$ cat src/rtl/pattern_detector.sv
// ---------------------------------------------------------------------------
// pattern_detector
//
// Mealy serial-bit pattern detector. Matches a runtime-loadable
// PATTERN_LEN-bit pattern (MSB received first) on a qualified serial stream.
// Overlapping or non-overlapping detection is selectable. A saturating
// counter records the number of matches.
//
// Ports:
//   clk_i          clock, all state updates on the rising edge
//   reset_i        synchronous active-high reset, overrides all other inputs
//   data_in_i      serial data bit
//   in_valid_i     data_in_i is accepted this cycle when high
//   cfg_load_i     load cfg_pattern_i / cfg_overlap_i and clear match history
//   cfg_pattern_i  new pattern, MSB first-received
//   cfg_overlap_i  1 = overlapping matches allowed, 0 = non-overlapping
//   count_clear_i  clear match_count_o (wins over a same-cycle match)
//   detected_o     same-cycle strobe: the accepted bit completes a match
//   armed_o        history is full, so the next matching bit will fire
//   match_count_o  saturating count of matches since reset or clear
// ---------------------------------------------------------------------------
module pattern_detector #(
    parameter int                     PATTERN_LEN     = 3,
    parameter logic [PATTERN_LEN-1:0] DEFAULT_PATTERN = 3'b101,
    parameter int                     COUNT_W         = 8
) (
    input  logic                   clk_i,
    input  logic                   reset_i,
    input  logic                   data_in_i,
    input  logic                   in_valid_i,
    input  logic                   cfg_load_i,
    input  logic [PATTERN_LEN-1:0] cfg_pattern_i,
    input  logic                   cfg_overlap_i,
    input  logic                   count_clear_i,
    output logic                   detected_o,
    output logic                   armed_o,
    output logic [COUNT_W-1:0]     match_count_o
);

    localparam int                FW       = $clog2(PATTERN_LEN);
    localparam logic [FW-1:0]     FILL_MAX = FW'(PATTERN_LEN - 1);
    localparam logic [COUNT_W-1:0] CNT_MAX = '1;

    logic [PATTERN_LEN-1:0] pattern_q, pattern_d;
    logic                   overlap_q, overlap_d;
    logic [PATTERN_LEN-2:0] hist_q, hist_d;
    logic [FW-1:0]          fill_q, fill_d;
    logic [COUNT_W-1:0]     match_count_q, match_count_d;

    // History plus the incoming bit; its upper bit is the oldest bit.
    logic [PATTERN_LEN-1:0] window;
    logic                   match;

    assign window = {hist_q, data_in_i};

    // A load cycle discards the incoming bit, so it can never complete a match.
    assign match = in_valid_i && !cfg_load_i && (fill_q == FILL_MAX)
                   && (window == pattern_q);

    always_comb begin
        pattern_d     = pattern_q;
        overlap_d     = overlap_q;
        hist_d        = hist_q;
        fill_d        = fill_q;
        match_count_d = match_count_q;

        if (cfg_load_i) begin
            pattern_d = cfg_pattern_i;
            overlap_d = cfg_overlap_i;
            hist_d    = '0;
            fill_d    = '0;
        end else if (in_valid_i) begin
            hist_d = window[PATTERN_LEN-2:0];
            if (match && !overlap_q) begin
                // Non-overlapping: matched bits must not seed the next match.
                hist_d = '0;
                fill_d = '0;
            end else if (fill_q != FILL_MAX) begin
                fill_d = fill_q + FW'(1);
            end
        end

        if (count_clear_i) begin
            match_count_d = '0;
        end else if (match && (match_count_q != CNT_MAX)) begin
            match_count_d = match_count_q + COUNT_W'(1);
        end
    end

    always_ff @(posedge clk_i) begin
        if (reset_i) begin
            pattern_q     <= DEFAULT_PATTERN;
            overlap_q     <= 1'b1;
            hist_q        <= '0;
            fill_q        <= '0;
            match_count_q <= '0;
        end else begin
            pattern_q     <= pattern_d;
            overlap_q     <= overlap_d;
            hist_q        <= hist_d;
            fill_q        <= fill_d;
            match_count_q <= match_count_d;
        end
    end

    // The strobe is held low during reset even if a match would otherwise show.
    assign detected_o    = match && !reset_i;
    assign armed_o       = (fill_q == FILL_MAX);
    assign match_count_o = match_count_q;

endmodule

$ cat config.mk
export PLATFORM = sky130hd
export DESIGN_NAME = pattern_detector
export DESIGN_NICKNAME = d
export VERILOG_FILES = /design/src/rtl/pattern_detector.sv
export SDC_FILE = /design/constraint.sdc
export NUM_CORES = 1
export LEC_CHECK = 0
export CORE_MARGIN = 3
export CORE_UTILIZATION = 47
export DETAILED_ROUTE_END_ITERATION = 16
export GPL_TIMING_DRIVEN = 0
export PLACE_DENSITY = 0.76
export SETUP_SLACK_MARGIN = 0.15
export SLEW_MARGIN = 20
export SYNTH_ARGS = -nofsm -noshare
export SYNTH_HDL_FRONTEND = slang
export SYNTH_SLANG_ARGS = --single-unit
$ cat constraint.sdc
create_clock -name clk_i -period 2.2 [get_ports clk_i]
set_clock_uncertainty 0.1 [all_clocks]
set_input_delay 0.33 -clock clk_i [delete_from_list [all_inputs] [get_ports clk_i]]
set_output_delay 0.33 -clock clk_i [all_outputs]
set_load 0.02 [all_outputs]
==> flow_summary_export.csv <==
group,metric,value,unit
hold_path,hp-class,"input port to register",
floorplanning,ios,20,
pwr,vdd_drop_max,0.385,mV
synth,ys_ff_latch,16,
job,max-cap-violations,0,
timing,hold_viol_final,0,
synth,synth-main-ff-cell,"dfxtp_1",
worst_setup_path,path_buf_inv,3,
grt,grt_pass1_vias,777,
drt,wl_per_cell,16.5,µm
grt,grt_use_total,22.9,%
floorplanning,fp.dieH,47.3,µm
worst_setup_path,crit_type,"register to output pin",
worst_setup_path,path_cells,"xor2_4 -> or4_4 -> buf_6 -> buf_8 -> nor2_4 -> buf_6",
run_status,status,"complete, but fails checks",
cts,cts_tree,"done",
drt,drt-pass1-iter-count,4,
run_status,failed_checks,"setup timing",
cts,clockBufferDepth,2,
synth,async_flop_share,0,%
worst_setup_path,path_common_cell,"buf_6",
cts,cts_root_buf,"clkbuf_4",
timing,final.period_utilization,103,%
timing,setup_viol,3,
floorplanning,die_width,47.3,µm
drt,drc,0,
placed_design,gp_congestion,0.788,
synth,synth_fp_nets,106,
grt,antenna_found_initial,0,
timing,fin_hold_ws,353,ps
timing,setup_slack,-68.1,ps
synth,yosysWarnings,0,
cells_and_area,diodes,0,
grt,grt_pass1_wl,3510,µm
worst_setup_path,r2r_start,"fill_q[0]$_SDFFE_PP0P_",
cells_and_area,final_nets,144,
cells_and_area,syn_to_final_growth,61.6,%
worst_setup_path,end_kind,"output pin",
pwr,power_density,412,nW/µm²
grt,grt_max_degree,11,
cts,clk_latency,290,ps
worst_setup_path,cpMaxStageDelayCell,"or4_4",
synth,synth.most_common_cell,"dfxtp_1",
cts,cts_max_level,1,
worst_setup_path,worstSetupStartpoint,"pattern_q[0]$_SDFFE_PP1P_",
synth,syn-cell-area,801,µm²
timing,max_clock_freq,441,MHz
hold_path,hp-start,"data_in_i",
floorplanning,rows,14,
synth,synth_commonest_cells,"dfxtp_1 (16), nor2_1 (8), a21oi_1 (7)",
cts,hold_buffers,0,
synth,seq_area_frac_synth,40.0,%
worst_setup_path,slowest_delay,540,ps
synth,synthDominantCellAreaShare,40.0,%
cells_and_area,utilization,83.0,%
floorplanning,die_area,2230,µm²
synth,synth-edff-count,0,
cts,clock-sinks,16,
drt,viasPerCell,6.30,
timing,min_period,2270,ps
timing,rsz0062_at_grt,"yes",
synth,synthTopCellsByArea,"dfxtp_1 (40%), a21oi_1 (4.4%), nor2_1 (3.8%)",
synth,yosys.cell_types.count,29,
cells_and_area,drive_gt1_share,30.0,%
cts,numCtsBuffers,3,
cells_and_area,multi_input_area,549,µm²
synth,synth_area_leader_cell,"dfxtp_1",
cts,clkSlewWorstSetupHoldPaths,100,ps
worst_setup_path,worst_setup_path_start_kind,"register",
worst_setup_path,crit_required,1770,ps
worst_setup_path,cp.arrival,1840,ps
floorplanning,start_util,51.4,%
pwr,p_leak,0.462,nW
drt,drt_iter0_markers,41,
worst_setup_path,worstPathMaxFanout,3,
timing,report.final.slew_viol_count,0,
floorplanning,core_area,1560,µm²
drt,ant_nets,0,
cells_and_area,register_area,328,µm²
drt,num_vias,920,
grt,grt_overflow,0,
timing,relSlewSlack,52.3,%
placed_design,hpwl,1230,µm
cells_and_area,fillers,84,
synth,synth_cells,94,
drt,wl,2410,µm
worst_setup_path,cpLargestDelayFamily,"simple AND/OR/NAND/NOR gates",
synth,synth.avg_cell_area,8.52,µm²
placed_design,io_buffer_count,19,
timing,tightest_slew,713,ps
==> worst min-delay path, stage by stage <==
cell and delay [ps]:
dlymetal6s2s_1 180, o2111ai_1 130, o41ai_1 70
==> layout make-up <==
cell class,count,area share (%)
Sequential cell,16,25.3
Clock buffer,3,1.74
Multi-Input combinational cell,69,42.5
Tap cell,16,1.55
Inverter,4,1.16
Buffer,5,2.90
Timing Repair Buffer,33,24.9
==> stage by stage <==
stage               total power (W)  instance area [µm²]  setup slack [ps]  TNS, ps  cells
floorplan                  0.000335                  806               174        0     94
global placement           0.000358                 1020              -721    -2340    129
detailed placement         0.000360                 1020              -735    -2620    129
CTS                        0.000515                 1230             -87.4     -109    144
global route               0.000552                 1290              -218     -547    146
finish                     0.000533                 1290             -68.1     -134    146
==> cell usage in the layout (no fill, tap or decap), drive strengths merged, types with 2 or more instances in the layout <==
master	instances
a211o	3
a21oi	7
buf	17
clkbuf	6
clkdlybuf4s50	14
dfxtp	16
dlygate4sd2	2
dlymetal6s2s	2
ha	2
inv	4
mux2i	2
nand2	5
nand3	5
nor2	8
nor2b	3
nor4	4
o2111ai	2
o21ai	2
o31ai	3
o41ai	3
or2	2
or3	3
or4	4
xor2	3
==> logic make-up after synthesis <==
group | after synthesis | share of synthesized area [%]
AO/OA/AOI/OAI | 23 | 19.8
buffers and inverters | 9 | 4.53
flip-flops | 16 | 40.0
adder cells (fa/ha/maj) | 2 | 3.12
AND/OR/NAND/NOR | 39 | 26.7
XOR/XNOR | 3 | 3.28
multiplexers | 2 | 2.50
==> report_power, final <==
part | leakage, nW | internal, W | switching (W) | total, W
Clock | 0.0138 | 0.0000637 | 0.0000946 | 0.000158
Sequential | 0.132 | 0.000296 | 0.00000745 | 0.000304
Combinational | 0.317 | 0.0000358 | 0.0000347 | 0.0000705
==> sequential cells by signal (all words and copies together), names as in the netlist <==
name / count
fill_q: 2
overlap_q: 1
hist_q: 2
match_count_o: 8
pattern_q: 3
==> path summary, 6_finish.rpt <==
kind / to / slack (ps) / cells after the start
max: detected_o / -70 / 6
min: hist_q[0]$_SDFFE_PP0P_ / 350 / 3
max reg2reg: match_count_o[1]$_SDFFE_PP0P_ / -50 / 14
min reg2reg: hist_q[0]$_SDFFE_PP0P_ / 400 / 2
==> routing by layer <==
metal	share of wire, %	routed length (µm)	track usage, %	vias to the layer above
met3	5.1	124	4.60	16
met5	0	0	0	-
met2	51	1230	38.8	42
li1	-	-	-	425
met1	40	965	28.1	437
met4	3.8	91	8.84	0
==> what timing repair did <==
item                                    CTS  global route
pin swaps                                13             3
setup buffers                            12             2
endpoints found under the setup margin    7            11
gates resized for setup                  30            11
Power figures use the tool's default switching activity.
